### config.mk
export PLATFORM = sky130hd
export DESIGN_NAME = stopwatch_time_counter
export DESIGN_NICKNAME = d
export VERILOG_FILES = /design/src/rtl/stopwatch_time_counter.sv
export SDC_FILE = /design/constraint.sdc
export NUM_CORES = 1
export LEC_CHECK = 0
export CAP_MARGIN = 10
export CELL_PAD_IN_SITES_DETAIL_PLACEMENT = 1
export CELL_PAD_IN_SITES_GLOBAL_PLACEMENT = 2
export CORE_UTILIZATION = 34
export DETAILED_ROUTE_END_ITERATION = 16
export MAX_ROUTING_LAYER = met4
export PLACE_DENSITY = 0.84
export REMOVE_ABC_BUFFERS = 1
export SLEW_MARGIN = 20
export SYNTH_ARGS = -nofsm -noshare
export SYNTH_HDL_FRONTEND = slang
export SYNTH_SLANG_ARGS = --single-unit
### constraint.sdc
create_clock -name clk_i -period 4.4 [get_ports clk_i]
set_input_delay 0.44 -clock clk_i [delete_from_list [all_inputs] [get_ports clk_i]]
set_output_delay 0.44 -clock clk_i [all_outputs]
set_load 0.02 [all_outputs]
### src/rtl/stopwatch_time_counter.sv
// Stopwatch MM:SS BCD time counter with an IDLE/RUNNING/PAUSED control FSM.
// Counts one-second ticks while running; start/stop and clear act on rising edges of their buttons.
module stopwatch_time_counter #(
  parameter int unsigned MaxMinutes = 59
) (
  input  logic       clk_i,
  input  logic       rst_ni,
  input  logic       tick_i,
  input  logic       start_stop_i,
  input  logic       clear_i,
  output logic [3:0] sec_ones_o,
  output logic [3:0] sec_tens_o,
  output logic [3:0] min_ones_o,
  output logic [3:0] min_tens_o,
  output logic       running_o,
  output logic       wrap_o
);

  localparam logic [3:0] MaxMinTens = 4'(MaxMinutes / 10);
  localparam logic [3:0] MaxMinOnes = 4'(MaxMinutes % 10);

  typedef enum logic [1:0] {
    StIdle,
    StRunning,
    StPaused
  } state_e;

  state_e     state_q, state_d;
  logic       ss_prev_q, clr_prev_q;
  logic [3:0] sec_ones_q, sec_ones_d;
  logic [3:0] sec_tens_q, sec_tens_d;
  logic [3:0] min_ones_q, min_ones_d;
  logic [3:0] min_tens_q, min_tens_d;
  logic       running_q, running_d;
  logic       wrap_q, wrap_d;

  logic ss_edge, clr_edge, count_en, at_max;

  assign ss_edge  = start_stop_i & ~ss_prev_q;
  assign clr_edge = clear_i & ~clr_prev_q;
  // A tick counts in RUNNING even when start/stop pauses on the same edge.
  assign count_en = (state_q == StRunning) && tick_i && !clr_edge;
  assign at_max   = (min_tens_q == MaxMinTens) && (min_ones_q == MaxMinOnes) &&
                    (sec_tens_q == 4'd5) && (sec_ones_q == 4'd9);

  // Control FSM next state; clear has top priority.
  always_comb begin
    state_d = state_q;
    if (clr_edge) begin
      state_d = StIdle;
    end else if (ss_edge) begin
      unique case (state_q)
        StIdle:    state_d = StRunning;
        StRunning: state_d = StPaused;
        StPaused:  state_d = StRunning;
        default:   state_d = StIdle;
      endcase
    end
  end

  assign running_d = (state_d == StRunning);

  // BCD carry chain with wrap at MaxMinutes:59.
  always_comb begin
    sec_ones_d = sec_ones_q;
    sec_tens_d = sec_tens_q;
    min_ones_d = min_ones_q;
    min_tens_d = min_tens_q;
    wrap_d     = 1'b0;
    if (clr_edge) begin
      sec_ones_d = 4'd0;
      sec_tens_d = 4'd0;
      min_ones_d = 4'd0;
      min_tens_d = 4'd0;
    end else if (count_en) begin
      if (at_max) begin
        sec_ones_d = 4'd0;
        sec_tens_d = 4'd0;
        min_ones_d = 4'd0;
        min_tens_d = 4'd0;
        wrap_d     = 1'b1;
      end else if (sec_ones_q != 4'd9) begin
        sec_ones_d = sec_ones_q + 4'd1;
      end else begin
        sec_ones_d = 4'd0;
        if (sec_tens_q != 4'd5) begin
          sec_tens_d = sec_tens_q + 4'd1;
        end else begin
          sec_tens_d = 4'd0;
          if (min_ones_q != 4'd9) begin
            min_ones_d = min_ones_q + 4'd1;
          end else begin
            min_ones_d = 4'd0;
            min_tens_d = min_tens_q + 4'd1;
          end
        end
      end
    end
  end

  // State, button history and registered outputs.
  // Button history resets high so a button held through reset yields no edge.
  always_ff @(posedge clk_i or negedge rst_ni) begin
    if (!rst_ni) begin
      state_q    <= StIdle;
      ss_prev_q  <= 1'b1;
      clr_prev_q <= 1'b1;
      sec_ones_q <= 4'd0;
      sec_tens_q <= 4'd0;
      min_ones_q <= 4'd0;
      min_tens_q <= 4'd0;
      running_q  <= 1'b0;
      wrap_q     <= 1'b0;
    end else begin
      state_q    <= state_d;
      ss_prev_q  <= start_stop_i;
      clr_prev_q <= clear_i;
      sec_ones_q <= sec_ones_d;
      sec_tens_q <= sec_tens_d;
      min_ones_q <= min_ones_d;
      min_tens_q <= min_tens_d;
      running_q  <= running_d;
      wrap_q     <= wrap_d;
    end
  end

  assign sec_ones_o = sec_ones_q;
  assign sec_tens_o = sec_tens_q;
  assign min_ones_o = min_ones_q;
  assign min_tens_o = min_tens_q;
  assign running_o  = running_q;
  assign wrap_o     = wrap_q;

endmodule

* Yosys cells after proc, flatten, opt, wreduce, memory -nomap -nowiden *
Index checks and enable logic that the tools add are counted.

storage, ports and cells
  logic and storage cells = 69
  output and inout port bits = 18
  input port bits = 5
  register bits after elaboration = 22

operators by class
  muxes and demuxes = 27
  eq/ne operators = 13
  bitwise logic cells = 4
  add/subtract/negate cells = 4
  reductions and logical operators = 12

operators with widths
  cell                                                                    number
  4-bit two-way mux                                                       21
  4-bit by 1-bit adder with 4-bit output (second input constant)          4
  3-bit != test (second input constant)                                   3
  4-bit by 3-bit equality test with 1-bit output (second input constant)  2
  4-bit equality test (second input constant)                             2
  4-bit != test (second input constant)                                   2
  1-bit logical AND                                                       5
  2-bit by 1-bit equality test with 1-bit output (second input constant)  2
  2-bit two-way mux                                                       2
  4-bit by 3-bit != test with 1-bit output (second input constant)        1
  2-bit one-hot mux with 2 select lines                                   1
  4-bit AND reduction                                                     1
  1-bit two-way mux                                                       3
  3-bit AND reduction                                                     1
  1-bit bitwise AND                                                       2
  2-bit equality test (second input constant)                             1
  2-bit logical NOT                                                       1
  1-bit inverter                                                          2
  2-bit AND reduction                                                     1
  2-bit nonzero test                                                      1
  2-bit OR reduction                                                      1
  1-bit logical NOT                                                       1

* Depth between registers and ports, before layout *
  word-level depth = 7
  gate-level depth with buffers = 8
  depth with buffers taken out = 6

* Worst setup path after synthesis *
Ideal clock, no wire load.

  kind = reg2reg
  start point = reg sec_ones_q[1] (netlist: sec_ones_o[1])
  end point = reg min_tens_q[2] (netlist: min_tens_o[2])
  library setup time = 0.080 ns
  period minus slack after synthesis = 1.691 ns
  buffers on the path = 1
  arrival = 1.610 ns
  slack = 2.709 ns
  required time = 4.320 ns
  cell stages (with the launch flop) = 8
  cells stage by stage = dfrtp_1 > inv_1 > ha_1 > and3b_1 > buf_6 > a41o_1 > and3_1 > nor3_2

between the ends
  word-level cells in the longest chain between the ends = 5
  elaborated cells on any way between the ends = 10
  those cells by class = eq/ne: 5; mux: 3; reduce/logical: 2

ends and longest elaborated chain
  element                   RTL line  source
  start: declaration        30        logic [3:0] sec_ones_q, sec_ones_d;
  start signal: assignment  118       sec_ones_q <= sec_ones_d;
  4-bit equality test       44        (sec_tens_q == 4'd5) && (sec_ones_q == 4'd9);
  1-bit logical AND         44
  4-bit two-way mux         76        if (at_max) begin
  4-bit two-way mux         75        end else if (count_en) begin
  4-bit two-way mux         70        if (clr_edge) begin
  end signal: assignment    121       min_tens_q <= min_tens_d;
  end: declaration          33        logic [3:0] min_tens_q, min_tens_d;

Parallel ways exist; a longest one is shown, timed or not. The select of a mux whose other input is x is not followed.
A chain may end at the register's enable or synchronous reset.

* Worst setup path in the final report *
  start point = reg sec_ones_q[1] (netlist: sec_ones_o[1])
  end point = reg sec_tens_q[3] (netlist: sec_tens_o[3])

between the ends
  word-level cells in the longest chain between the ends = 5
  elaborated cells on any way between the ends = 8
  those cells by class = eq/ne: 3; mux: 3; reduce/logical: 2

ends and longest elaborated chain
  element                 RTL line  source
  4-bit equality test     44
  1-bit logical AND       44
  4-bit two-way mux       76
  4-bit two-way mux       75
  4-bit two-way mux       70
  end signal: assignment  119       sec_tens_q <= sec_tens_d;
  end: declaration        31        logic [3:0] sec_tens_q, sec_tens_d;

Parallel ways exist; a longest one is shown, timed or not. The select of a mux whose other input is x is not followed.

==> results by group <==
Global routing
  • First-pass GRT wire length: 4.13 mm
  • Initial antenna violation count: 0
  • Largest net degree at the start of global routing: 23
  • Number of global-route vias before repair: slightly below 900
  • All-layer global routing usage: between 15 and 20%
  • GRT overflow: 0

Floorplan
  • Die Ht: 61.1 um
  • Die W: 61.1 um
  • Die area: 0.00374 mm^2
  • Initial Util: 35.6%
  • # IOs: 23
  • CORE AREA: ~0.0033 mm^2
  • Row cnt: 21

Route
  • Via/cell ratio: 5.07
  • Drt drc: 0
  • Routed length per instance: 13.3 um
  • First-pass DRT Iterations: 4
  • Antenna Nets Post-Route: 0
  • First DRT Iteration DRCs: between 40 and 50
  • Vias: around 920
  • Post-Route WL: 2.42 mm

CTS
  • CTS Buf Count: 3
  • Htree depth: 1
  • Clock latency on the worst-skew pair: 0.32 ns
  • Cts hold-fix bufs: 0
  • Reg clk slew, reported paths: 0.13 ns
  • Post-CTS resize count: 0
  • CTS tree: yes
  • Max Root-Sink Buffers: 2
  • Sink Count: 22
  • Postcts setup bufs: 0
  • Clk root buf: clkbuf_4

Placement
  • Count of input and output buffers: 22
  • Final GP Congestion: 0.728
  • Area after DPL: 0.00143 mm^2
  • DP HPWL: about 1.8 mm

STA
  • Worst slew margin: about two thirds
  • Max Transition Viols Final: 0
  • Unrepaired setup endpoints after global routing: no
  • Final hold violation count: 0
  • Final Critical Period: 1.89 ns
  • Slew @ Worst Pin: just under 0.5 ns
  • Setup Viol. Count Final: 0
  • Setup TNS: 0 ns
  • Fmax: 530 MHz
  • Final Cycle Share: 42.9%
  • Skew final: 0.0186 ns

Setup path
  • Critical path's slowest cell: dfrtp_1
  • CP max FO: 11
  • Critical R2R Launch: sec_ones_o[1]
  • Critical Path, Cell by Cell: inv_1, ha_1, and3b_1, a21oi_2, or3_1, a21oi_1
  • CP top delay family: simple AND/OR/NAND/NOR gates
  • Arr. time, crit path: 2.14 ns
  • Kind of critical path: reg -> reg
  • Buf/Inv on CP: 1
  • Worst EP required: about 4.7 ns
  • Worst path max stage delay: 0.45 ns
  • Worst Setup Start Kind: flip-flop
  • Critical path capture point type: flip-flop
  • Critical path launch point: sec_ones_o[1]

Synthesis
  • Seq/Total Area, Yosys: roughly 47%
  • Post-synth EDFFs: 0
  • Synth top area share: 42.1%
  • Avg Inst Size Synth: 10.3 um^2
  • Yosys reg bits: 22
  • Cell count after synthesis: 115
  • Synth warn: 0
  • Leading area contributor after synthesis: dfrtp_1
  • FFs w/ async S/R, synth: 100%
  • Synth top area cells: dfrtp_1, ha_1, o21ai_0
  • Mapped Area: 0.00119 mm^2
  • Cell variety after synth: 36
  • Synth Flop Type: dfrtp_1

Cells and area
  • ANT cells: 0
  • Share of cells above drive strength 1: 9.56%
  • Most frequent cells in the layout: clkdlybuf4s50_1, dfrtp_1, o21ai_0
  • Area of the multi-input gates: 566 um^2
  • Commonest non-fill, non-tap cell in the layout: clkdlybuf4s50_1
  • Reg area: between 500 and 600 um^2
  • Fin nets: 150
  • Fillcell total: 402
  • Post-route cell area: 0.00145 mm^2
  • Layout area overhead: 21.8%

Power and ir drop
  • Pwr Density: 423 mW/mm^2
  • Largest vdd supply drop: 0.185 mV
  • Final Power: 612 uW
  • Lkg Pwr: about 0.62 nW

Outcome
  • Status: finished clean

Job
  • Max-Cap Viols: 0

Worst hold path
  • HP Class: in -> async
## synth_stat cells (all sizes together), types with 3 or more instances
cell	number
a21o	3
a21oi	6
and3b	5
buf	6
dfrtp	20
ha	8
inv	6
nand2	6
nand3	4
nor2	8
nor3	5
o21ai	11
or3	6
## worst paths after layout
path / end / slack, ns / cells past startpoint
worst min-delay path: sec_ones_o[3] / 0.06 / 1
worst max register to register: sec_tens_o[3] / 2.51 / 6
min in group clk_i: sec_ones_o[2] / 0.55 / 1
worst min register to register: sec_ones_o[2] / 0.55 / 1
max in group asynchronous: clr_prev_q / 3.96 / 1
worst max-delay path: sec_tens_o[3] / 2.51 / 6
## layout make-up
class / count / share of cell area [%]
timing repair buffer: 23 / 15.4
sequential: 22 / 38.2
inverter: 6 / 1.56
clock buffer: 4 / 1.82
tap: 46 / 3.98
multi-input combinational: 81 / 39.1
## where the power goes
group / switching (mW) / internal, mW / total, mW
combinational: 0.119 / 0.108 / 0.227
sequential: 0.0459 / 0.242 / 0.288
clock: 0.0622 / 0.0354 / 0.0976
## through the flow
step	util, %	hold WS, ns	setup slack (ns)	instances
global placement	42.7	0.527	2.43	178
finish	43.4	0.0611	2.51	182
floorplan	-	0.144	2.42	109
CTS	43.5	0.528	2.50	182
global route	43.4	0.0840	2.34	182
detailed placement	42.7	0.527	2.36	178
## layer usage
layer | wire [um] | vias to the layer above | GRT usage (%)
li1 | - | 456 | -
met1 | 1200 | 445 | 21.4
met2 | 1110 | 17 | 22.5
met3 | 78 | 4 | 4.41
met4 | 27 | 0 | 3.90
met5 | 0 | - | -
## worst reg2reg max path, delay by kind of cell (launching register included)
kind | cells | cell delay [ns]
simple gates | 2 | 0.81
fa+ha+maj | 1 | 0.13
compound gates | 2 | 0.37
buf+inv | 1 | 0.07
flops | 1 | 0.45
## sequential cells by signal, summed over array words and instances, names as in the netlist
signal and flops:
clr_prev_q 1, min_ones_o 4, min_tens_o 4, running_o 1
sec_ones_o 4, sec_tens_o 4, ss_prev_q 1, state_q 2
wrap_o 1
## cells by family after synthesis
group | synth area share, %
compound gates | 16.7
flops | 46.5
simple gates | 20.8
buf+inv | 5.89
mux | 0.842
fa+ha+maj | 8.42
xor+xnor | 0.737
Power figures use the tool's default switching activity.
